`config.mk`:
```
export PLATFORM = sky130hd
export DESIGN_NAME = integral_image_computer
export DESIGN_NICKNAME = d
export VERILOG_FILES = /design/src/rtl/integral_image_computer.sv
export SDC_FILE = /design/constraint.sdc
export NUM_CORES = 2
export LEC_CHECK = 0
export BUFFER_PORTS_ARGS = -buffer_cell sky130_fd_sc_hd__buf_2
export CORE_MARGIN = 3
export CORE_UTILIZATION = 38
export DETAILED_ROUTE_END_ITERATION = 7
export GPL_ROUTABILITY_DRIVEN = 1
export PLACE_DENSITY = 0.57
export SLEW_MARGIN = 25
export SYNTH_ARGS = -nofsm -noshare
export SYNTH_HDL_FRONTEND = slang
export SYNTH_SLANG_ARGS = --single-unit
export TNS_END_PERCENT = 10
```
`constraint.sdc`:
```
create_clock -name pixel_clk -period 19.6 [get_ports pixel_clk]
set_input_delay 0.98 -clock pixel_clk [delete_from_list [all_inputs] [get_ports pixel_clk]]
set_output_delay 0.98 -clock pixel_clk [all_outputs]
set_load 0.05 [all_outputs]
```
`src/rtl/integral_image_computer.sv`:
```
// rtl/integral_image_computer.sv - streaming integral image over the frame BRAM, one pixel per clock
// Optional squared-integral output enabled by defining II_SQUARED_EN.
module integral_image_computer #(
  parameter int WIDTH_ADDR  = 16,
  parameter int WIDTH_COLOR = 4,
  parameter int WIDTH_II    = 20,
  parameter int WIDTH_IMG   = 200,
  parameter int HEIGHT_IMG  = 200
) (
  input  logic                   pixel_clk,
  input  logic                   rst,
  input  logic                   start,
  output logic                   busy,
  output logic                   done,
  output logic [WIDTH_ADDR-1:0]  frame_addr,
  output logic                   frame_en,
  input  logic [WIDTH_COLOR-1:0] frame_data,
  output logic [WIDTH_ADDR-1:0]  ii_addr,
  output logic [WIDTH_II-1:0]    ii_data,
  output logic                   ii_we
`ifdef II_SQUARED_EN
  ,
  output logic [23:0]            ii_sq_data
`endif
);

  localparam int XW = (WIDTH_IMG > 1) ? $clog2(WIDTH_IMG) : 1;
  localparam int YW = (HEIGHT_IMG > 1) ? $clog2(HEIGHT_IMG) : 1;
  localparam logic [XW-1:0]         X_LAST    = XW'(WIDTH_IMG - 1);
  localparam logic [WIDTH_ADDR-1:0] ADDR_LAST = WIDTH_ADDR'(WIDTH_IMG * HEIGHT_IMG - 1);

  typedef enum logic [1:0] {S_IDLE, S_RUN, S_DRAIN, S_FIN} state_t;

  state_t                state_q, state_d;
  logic [WIDTH_ADDR-1:0] frame_addr_q, frame_addr_d;
  logic                  frame_en_q, frame_en_d;
  logic [XW-1:0]         x_q, x_d;
  logic [YW-1:0]         y_q, y_d;
  logic                  drain_q, drain_d;
  logic                  busy_q, busy_d;
  logic                  done_q, done_d;

  always_comb begin
    state_d      = state_q;
    frame_addr_d = frame_addr_q;
    frame_en_d   = 1'b0;
    x_d          = x_q;
    y_d          = y_q;
    drain_d      = 1'b0;
    case (state_q)
      S_IDLE: begin
        if (start) begin
          state_d    = S_RUN;
          frame_en_d = 1'b1;
        end
      end
      S_RUN: begin
        if (frame_addr_q == ADDR_LAST) begin
          state_d      = S_DRAIN;
          frame_addr_d = '0;
          x_d          = '0;
          y_d          = '0;
        end else begin
          frame_en_d   = 1'b1;
          frame_addr_d = frame_addr_q + 1'b1;
          if (x_q == X_LAST) begin
            x_d = '0;
            y_d = y_q + 1'b1;
          end else begin
            x_d = x_q + 1'b1;
          end
        end
      end
      S_DRAIN: begin
        if (drain_q) state_d = S_FIN;
        else         drain_d = 1'b1;
      end
      S_FIN: state_d = S_IDLE;
      default: state_d = S_IDLE;
    endcase
    busy_d = (state_d == S_RUN) || (state_d == S_DRAIN);
    done_d = (state_d == S_FIN);
  end

  always_ff @(posedge pixel_clk) begin
    if (rst) begin
      state_q      <= S_IDLE;
      frame_addr_q <= '0;
      frame_en_q   <= 1'b0;
      x_q          <= '0;
      y_q          <= '0;
      drain_q      <= 1'b0;
      busy_q       <= 1'b0;
      done_q       <= 1'b0;
    end else begin
      state_q      <= state_d;
      frame_addr_q <= frame_addr_d;
      frame_en_q   <= frame_en_d;
      x_q          <= x_d;
      y_q          <= y_d;
      drain_q      <= drain_d;
      busy_q       <= busy_d;
      done_q       <= done_d;
    end
  end

  // Stage 1: coordinates of the pixel whose BRAM data is arriving this cycle.
  logic                  s1_valid_q;
  logic [XW-1:0]         s1_x_q;
  logic [YW-1:0]         s1_y_q;
  logic [WIDTH_ADDR-1:0] s1_addr_q;
  logic [WIDTH_II-1:0]   rowsum_q, rowsum_d;
  logic [WIDTH_II-1:0]   ii_data_q, ii_d;
  logic [WIDTH_ADDR-1:0] ii_addr_q;
  logic                  ii_we_q;
  logic [WIDTH_II-1:0]   line_buf [WIDTH_IMG];
  logic [WIDTH_II-1:0]   p_ext, row_prev, above;

  always_comb begin
    p_ext    = {{(WIDTH_II-WIDTH_COLOR){1'b0}}, frame_data};
    row_prev = (s1_x_q == '0) ? '0 : rowsum_q;
    rowsum_d = row_prev + p_ext;
    // Row 0 ignores stale buffer contents, so the buffer is never cleared.
    above    = (s1_y_q == '0) ? '0 : line_buf[s1_x_q];
    ii_d     = rowsum_d + above;
  end

`ifdef II_SQUARED_EN
  logic [23:0]              rowsum_sq_q, rowsum_sq_d, ii_sq_q, ii_sq_d;
  logic [23:0]              line_buf_sq [WIDTH_IMG];
  logic [2*WIDTH_COLOR-1:0] p_wide, p_sq;
  logic [23:0]              row_prev_sq, above_sq;

  always_comb begin
    p_wide      = {{WIDTH_COLOR{1'b0}}, frame_data};
    p_sq        = p_wide * p_wide;
    row_prev_sq = (s1_x_q == '0) ? '0 : rowsum_sq_q;
    rowsum_sq_d = row_prev_sq + {{(24-2*WIDTH_COLOR){1'b0}}, p_sq};
    above_sq    = (s1_y_q == '0) ? '0 : line_buf_sq[s1_x_q];
    ii_sq_d     = rowsum_sq_d + above_sq;
  end

  always_ff @(posedge pixel_clk) begin
    if (rst) begin
      rowsum_sq_q <= '0;
      ii_sq_q     <= '0;
    end else if (s1_valid_q) begin
      rowsum_sq_q <= rowsum_sq_d;
      ii_sq_q     <= ii_sq_d;
    end
  end

  always_ff @(posedge pixel_clk) begin
    if (s1_valid_q) line_buf_sq[s1_x_q] <= ii_sq_d;
  end

  assign ii_sq_data = ii_sq_q;
`endif

  always_ff @(posedge pixel_clk) begin
    if (rst) begin
      s1_valid_q <= 1'b0;
      s1_x_q     <= '0;
      s1_y_q     <= '0;
      s1_addr_q  <= '0;
      rowsum_q   <= '0;
      ii_data_q  <= '0;
      ii_addr_q  <= '0;
      ii_we_q    <= 1'b0;
    end else begin
      s1_valid_q <= frame_en_q;
      s1_x_q     <= x_q;
      s1_y_q     <= y_q;
      s1_addr_q  <= frame_addr_q;
      ii_we_q    <= s1_valid_q;
      if (s1_valid_q) begin
        rowsum_q  <= rowsum_d;
        ii_data_q <= ii_d;
        ii_addr_q <= s1_addr_q;
      end
    end
  end

  always_ff @(posedge pixel_clk) begin
    if (s1_valid_q) line_buf[s1_x_q] <= ii_d;
  end

  assign busy       = busy_q;
  assign done       = done_q;
  assign frame_addr = frame_addr_q;
  assign frame_en   = frame_en_q;
  assign ii_addr    = ii_addr_q;
  assign ii_data    = ii_data_q;
  assign ii_we      = ii_we_q;

endmodule

```
Word level (Yosys, flattened, before mapping)

Memory sizes are Yosys's and may differ from the RTL's. A register that Yosys moved wholly into a read port is not among the register bits.
Index checks and enable logic that the tools add are counted.

Bits in registers: 128
RAM bits: 4000
Input port bits: 7
Output and inout port bits: 56
Word-level logic and storage cells: 56
Memories: 1

Add/sub/neg operators: 5
Equality and inequality tests: 8
Muxes and demuxes: 18
Bitwise logic cells: 1
Reduce and logical (&&, ||, !) cells: 7

Memories:

| memory   | depth | width | read ports | clocked after Yosys merged registers in | wr ports | RTL line | source |
|---|---|---|---|---|---|---|---|
| line_buf | 200   | 20    | 1          | 1                                       | 1        | 116      | `logic [WIDTH_II-1:0] line_buf [WIDTH_IMG];` |

Operators with widths:

| cell                  | count |
|---|---|
| $mux 20               | 2 |
| $mux 8                | 5 |
| $add 20x20->20        | 1 |
| $add 20x4->20         | 1 |
| $add 16x1->16 const B | 1 |
| $add 8x1->8 const B   | 2 |
| $eq 16x16->1 const B  | 1 |
| $logic_not 8->1       | 2 |
| $mux 16               | 1 |
| $eq 2x2->1 const B    | 4 |
| $eq 8x8->1 const B    | 1 |
| $pmux 2 s4            | 1 |
| $mux 2                | 3 |
| $mux 1                | 5 |
| $eq 2x1->1 const B    | 2 |
| $logic_not 2->1       | 1 |
| $pmux 1 s2            | 1 |
| $reduce_and 2->1      | 1 |
| $reduce_bool 2->1     | 1 |
| $reduce_or 2->1       | 1 |
| $logic_or 1x1->1      | 1 |
| $not 1->1             | 1 |

Longest topological paths before layout

Word-level depth: 5
Depth in mapped cells: 25
Depth with buffers taken out: 21

Worst setup path after synthesis

No wires, ideal clock.

Kind: register to register
From: reg s1_x_q[6]
To: mem line_buf[0][16], data pin
Library setup time: 1.339 ns
Data arrival time: 10.003 ns
Path slack: 8.258 ns
Stages on the path, launching flop included: 24
Period minus slack after synthesis: 11.342 ns
Cells stage by stage: dfxtp_1 -> buf_2 -> or4_1 -> buf_2 -> or4b_1 -> buf_2 -> and2_1 -> ha_1 -> inv_1 -> fa_1 -> o21bai_1 -> a21oi_1 -> nor3_1 -> nand3_1 -> xor2_1 -> nor2_1 -> ha_1 -> clkbuf_1 -> and3_1 -> nand3_1 -> o21ai_0 -> nor2_1 -> a31o_2 -> xnor2_1

Cells in the longest elaborated chain, start to end: 4

RTL lines:

| item                     | RTL line | source |
|---|---|---|
| start: declaration       | 109      | `logic [XW-1:0] s1_x_q;` |
| start signal: assignment | 172      | `s1_x_q <= x_q;` |
| $logic_not 8->1          | 121      | `row_prev = (s1_x_q == '0) ? '0 : rowsum_q;` |
| $mux 20                  | 121      |  |
| $add 20x4->20            | 122      | `rowsum_d = row_prev + p_ext;` |
| via rowsum_d[12]         | 112      | `logic [WIDTH_II-1:0] rowsum_q, rowsum_d;` |
| $add 20x20->20           | 125      | `ii_d = rowsum_d + above;` |
| via ii_d[16]             | 113      | `logic [WIDTH_II-1:0] ii_data_q, ii_d;` |
| end: declaration         | 116      |  |

The timed path passes the listed nets, and every way through them passes these cells.

Worst setup path after layout

From: reg s1_x_q[0]
To: mem line_buf[115][12], data pin

Cells in the longest elaborated chain, start to end: 4

RTL lines:

| item            | RTL line |
|---|---|
| $logic_not 8->1 | 121 |
| $mux 20         | 121 |
| $add 20x4->20   | 122 |
| $add 20x20->20  | 125 |
| via ii_d[12]    | 113 |

The timed path passes the listed nets, and every way through them passes these cells.

==> results.md <==
* FFs w/ async S/R, synth at 0
* R2R setup slack at 9.34 ns
* Switching share of power at 0.2029
* Crit path largest cell delay at 0.87 ns
* Number of synthesized flops with an enable pin at 4000
* Total core area at 0.4146 mm²
* Netlist cell types at 62
* Final setup vio count at 0
* Cell Area, Synth at 0.1588 mm²
* First-pass GRT wire length at 604100 µm
* Slowest cell on crit path: buf_4
* Largest net degree at the start of global routing at 202
* R2R Path Start: s1_x_q[0]$_SDFF_PP0_
* Hold Startpoint: start
* Internal power at 14.21 mW
* Critical path class: reg -> reg
* Crit path launch type: flop
* Final HPWL DP at 243000 µm
* Buffers on Ports at 62
* Hold buffer count at CTS at 0
* Max Buffers Root-to-Sink at 4
* Area grow syn2layout at 14.27%
* Fin area at 0.1814 mm²
* Slew @ Worst Pin at 1.076 ns
* Lkg Pwr at 54.54 nW
* Placed cell areas at 0.1678 mm²
* Initial Util at 0.3830
* Ys Warns at 0
* Hold WC Path Type: in -> reg
* Crit-path max FO at 91
* Pins Over Slew Limit at 0
* Final Critical Period at 10.26 ns
* Via count at 75.41k
* CP cell instances: buf_4, buf_12, buf_4, mux4_2, mux4_2, mux4_2, nand2_1, a21oi_1, ha_4, fa_4, a21o_1, a21oi_1, o21a_1, o21ai_0, a21oi_1, o21bai_1, a21oi_1, xnor2_4, buf_4, buf_4
* Worst Clk Skew at 0.1133 ns
* Gate Count Post-Synth at 6826
* Most used DFF post-synth: edfxtp_1
* Clock buffer count from CTS at 421
* Clk slew on worst S/H paths at 0.06 ns
* Total Power at 17.83 mW
* Vias in the first global route at 75.96k
* CP arrival at 10.80 ns
* Worst hold slack at 0.3563 ns
* Hold Vio Cnt, Final at 0
* H-tree depth at 5
* Utilization after layout at 0.4377
* Worst R2R Path Depth at 20
* Outcome: completed
* Logic gate share of total power at 0.024
* Latest clock arrival within the worst-skew pair at 0.99 ns
* Part of the power in registers at 0.537
* Ratio of cells with drive above 1 in the final layout at 0.3293
* Post-route antenna net violation count at 0
* Number of cell rows at 236
* 1st-iter DRT viols at 9460
* CP endpoint kind: flop
* Sequential share of the synthesized area at 0.7726
* Synthesized area per cell at 23.26 µm²
* Die width at 652.4 µm
* Residual DRC at 0
* All-layer global routing usage at 0.2002
* Mapped Nets at 6862
* Die Area at 0.4257 mm²
* Most frequent cells in the layout: 4000 x edfxtp_1, 1237 x mux4_2, 427 x clkbuf_16
* Average routed wire per standard cell at 32.79 µm
* Max Cap Viol at 0
* Hold EP: frame_en$_SDFF_PP0_
* Reg area at 0.1227 mm²
* PD cells at 98.24 mW/mm²
* CTS tree: built
* Clock power share at 0.438
* Final worst path period share at 0.5234
* Commonest non-fill, non-tap cell in the layout: edfxtp_1
* Fmax at 0.09748 GHz
* Initial antenna violation count at 12
* Setup_tns at 0 ns
* CTS root buf: clkbuf_16
* RSZ-0062 raised after global routing: no
* Multi-input gate area at 0.03504 mm²
* FF+latch count, synth at 4128
* Final GP Congestion at 0.8967
* Worst hold path depth at 3
* Post-CTS sizing at 0
* Final wirelength at 430200 µm
* IO Pins at 63
* Clk sink count at 4128
* Total gr overflow at 0
* Number of vias per cell at 5.748
* FF-to-FF End: line_buf[115][12]$_DFFE_PP_
* Slew margin rel. at 0.2826
* Nets@finish at 7322
* Peak supply drop at 72.70 µV
* Fill cells at 34.89k
* Die H at 652.4 µm
* Critical path required time at 20.15 ns
* Switching power at 3.616 mW
* First-pass DRT Iterations at 5
* Setup Buffers After CTS at 0
stage by stage:
step | instances | worst slack, ns
6_report | 13120 | 9.342
5_1_grt | 13120 | 8.556
4_1_cts | 13110 | 9.247
3_5_place_dp | 12330 | 9.341
3_3_place_gp | 12330 | 9.343
2_1_floorplan | 6826 | 8.258
cells in the mapped netlist, types with 27 or more instances:
cell type	number	area, µm²
a21oi_1	42	210.2
buf_1	41	153.9
buf_2	110	550.5
buf_4	34	255.2
clkbuf_1	179	671.9
dfxtp_1	128	2562
edfxtp_1	4000	120100
ha_1	27	337.8
mux2i_1	91	910.9
mux4_2	1237	27860
nand2_1	95	356.6
nand3_1	73	365.4
nor2_1	354	1329
nor2b_1	51	319.1
xnor2_1	28	245.2
xor2_1	30	262.8
routing by layer:
| metal | share of wire | wire (µm) | global-route usage | up-vias |
|---|---|---|---|---|
| li1 | - | - | - | 29980 |
| met1 | 0.40 | 174100 | 0.2800 | 41440 |
| met2 | 0.48 | 206700 | 0.3225 | 3432 |
| met3 | 0.085 | 36460 | 0.03843 | 563 |
| met4 | 0.030 | 13030 | 0.05428 | 0 |
| met5 | 0 | 0 | 0 | - |
how the worst max path moves through the flow:
stage / start / end / slack [ns] / depth (start not counted)
after floorplan: s1_x_q[6]$_SDFF_PP0_ / line_buf[0][16]$_DFFE_PP_ / 8.26 / 23
after global placement: s1_x_q[0]$_SDFF_PP0_ / line_buf[106][12]$_DFFE_PP_ / 9.34 / 20
after detailed placement: s1_x_q[0]$_SDFF_PP0_ / line_buf[105][12]$_DFFE_PP_ / 9.34 / 20
after CTS: s1_x_q[0]$_SDFF_PP0_ / line_buf[114][12]$_DFFE_PP_ / 9.25 / 20
after global routing: s1_x_q[0]$_SDFF_PP0_ / line_buf[115][12]$_DFFE_PP_ / 8.56 / 20
final: s1_x_q[0]$_SDFF_PP0_ / line_buf[115][12]$_DFFE_PP_ / 9.34 / 20
layout make-up:
cell class | count | share of cell area
clock inverters | 263 | 0.01316
multi-input cells | 2295 | 0.1931
clock buffers | 514 | 0.06083
flip-flops and latches | 4128 | 0.6763
diodes | 6 | 0.00008275
well taps | 5474 | 0.03775
repair buffers | 422 | 0.01841
inverters | 18 | 0.0003724
power groups by stage:
stage               logic, mW  clock network, mW  registers (mW)
global route            0.461               8.32            9.57
finish                  0.434               7.81            9.58
CTS                     0.439               7.96            9.58
floorplan               0.309                  0            9.77
detailed placement      0.438                  0            9.76
global placement        0.433                  0            9.76
critical path: cells and delay by family, from the launching register on:
family                     cells  cell delay (ns)
AOI/OAI and AO/OA              8             1.89
xor gates and xnor gates       1             0.38
adders and majority gates      2             0.76
buffers and inverters          5             3.70
DFF                            1             0.78
muxes                          3             1.66
and+or+nand+nor                1             0.22
state kept, by name (all words and copies together), names as in the netlist:
name,cells
y_q,8
frame_en,1
line_buf,4000
ii_we,1
ii_addr,16
drain_q,1
x_q,8
done,1
rowsum_q,20
s1_addr_q,16
s1_valid_q,1
s1_x_q,8
state_q,2
s1_y_q,8
busy,1
frame_addr,16
ii_data,20
kinds of logic after synthesis:
group	Yosys count	share of synthesized area
xor+xnor	58	0.003199
buf+inv	403	0.01219
compound gates	203	0.008794
flops	4128	0.7726
simple gates	661	0.01856
fa+ha+maj	29	0.002380
mux	1344	0.1823
Power figures use the tool's default switching activity.
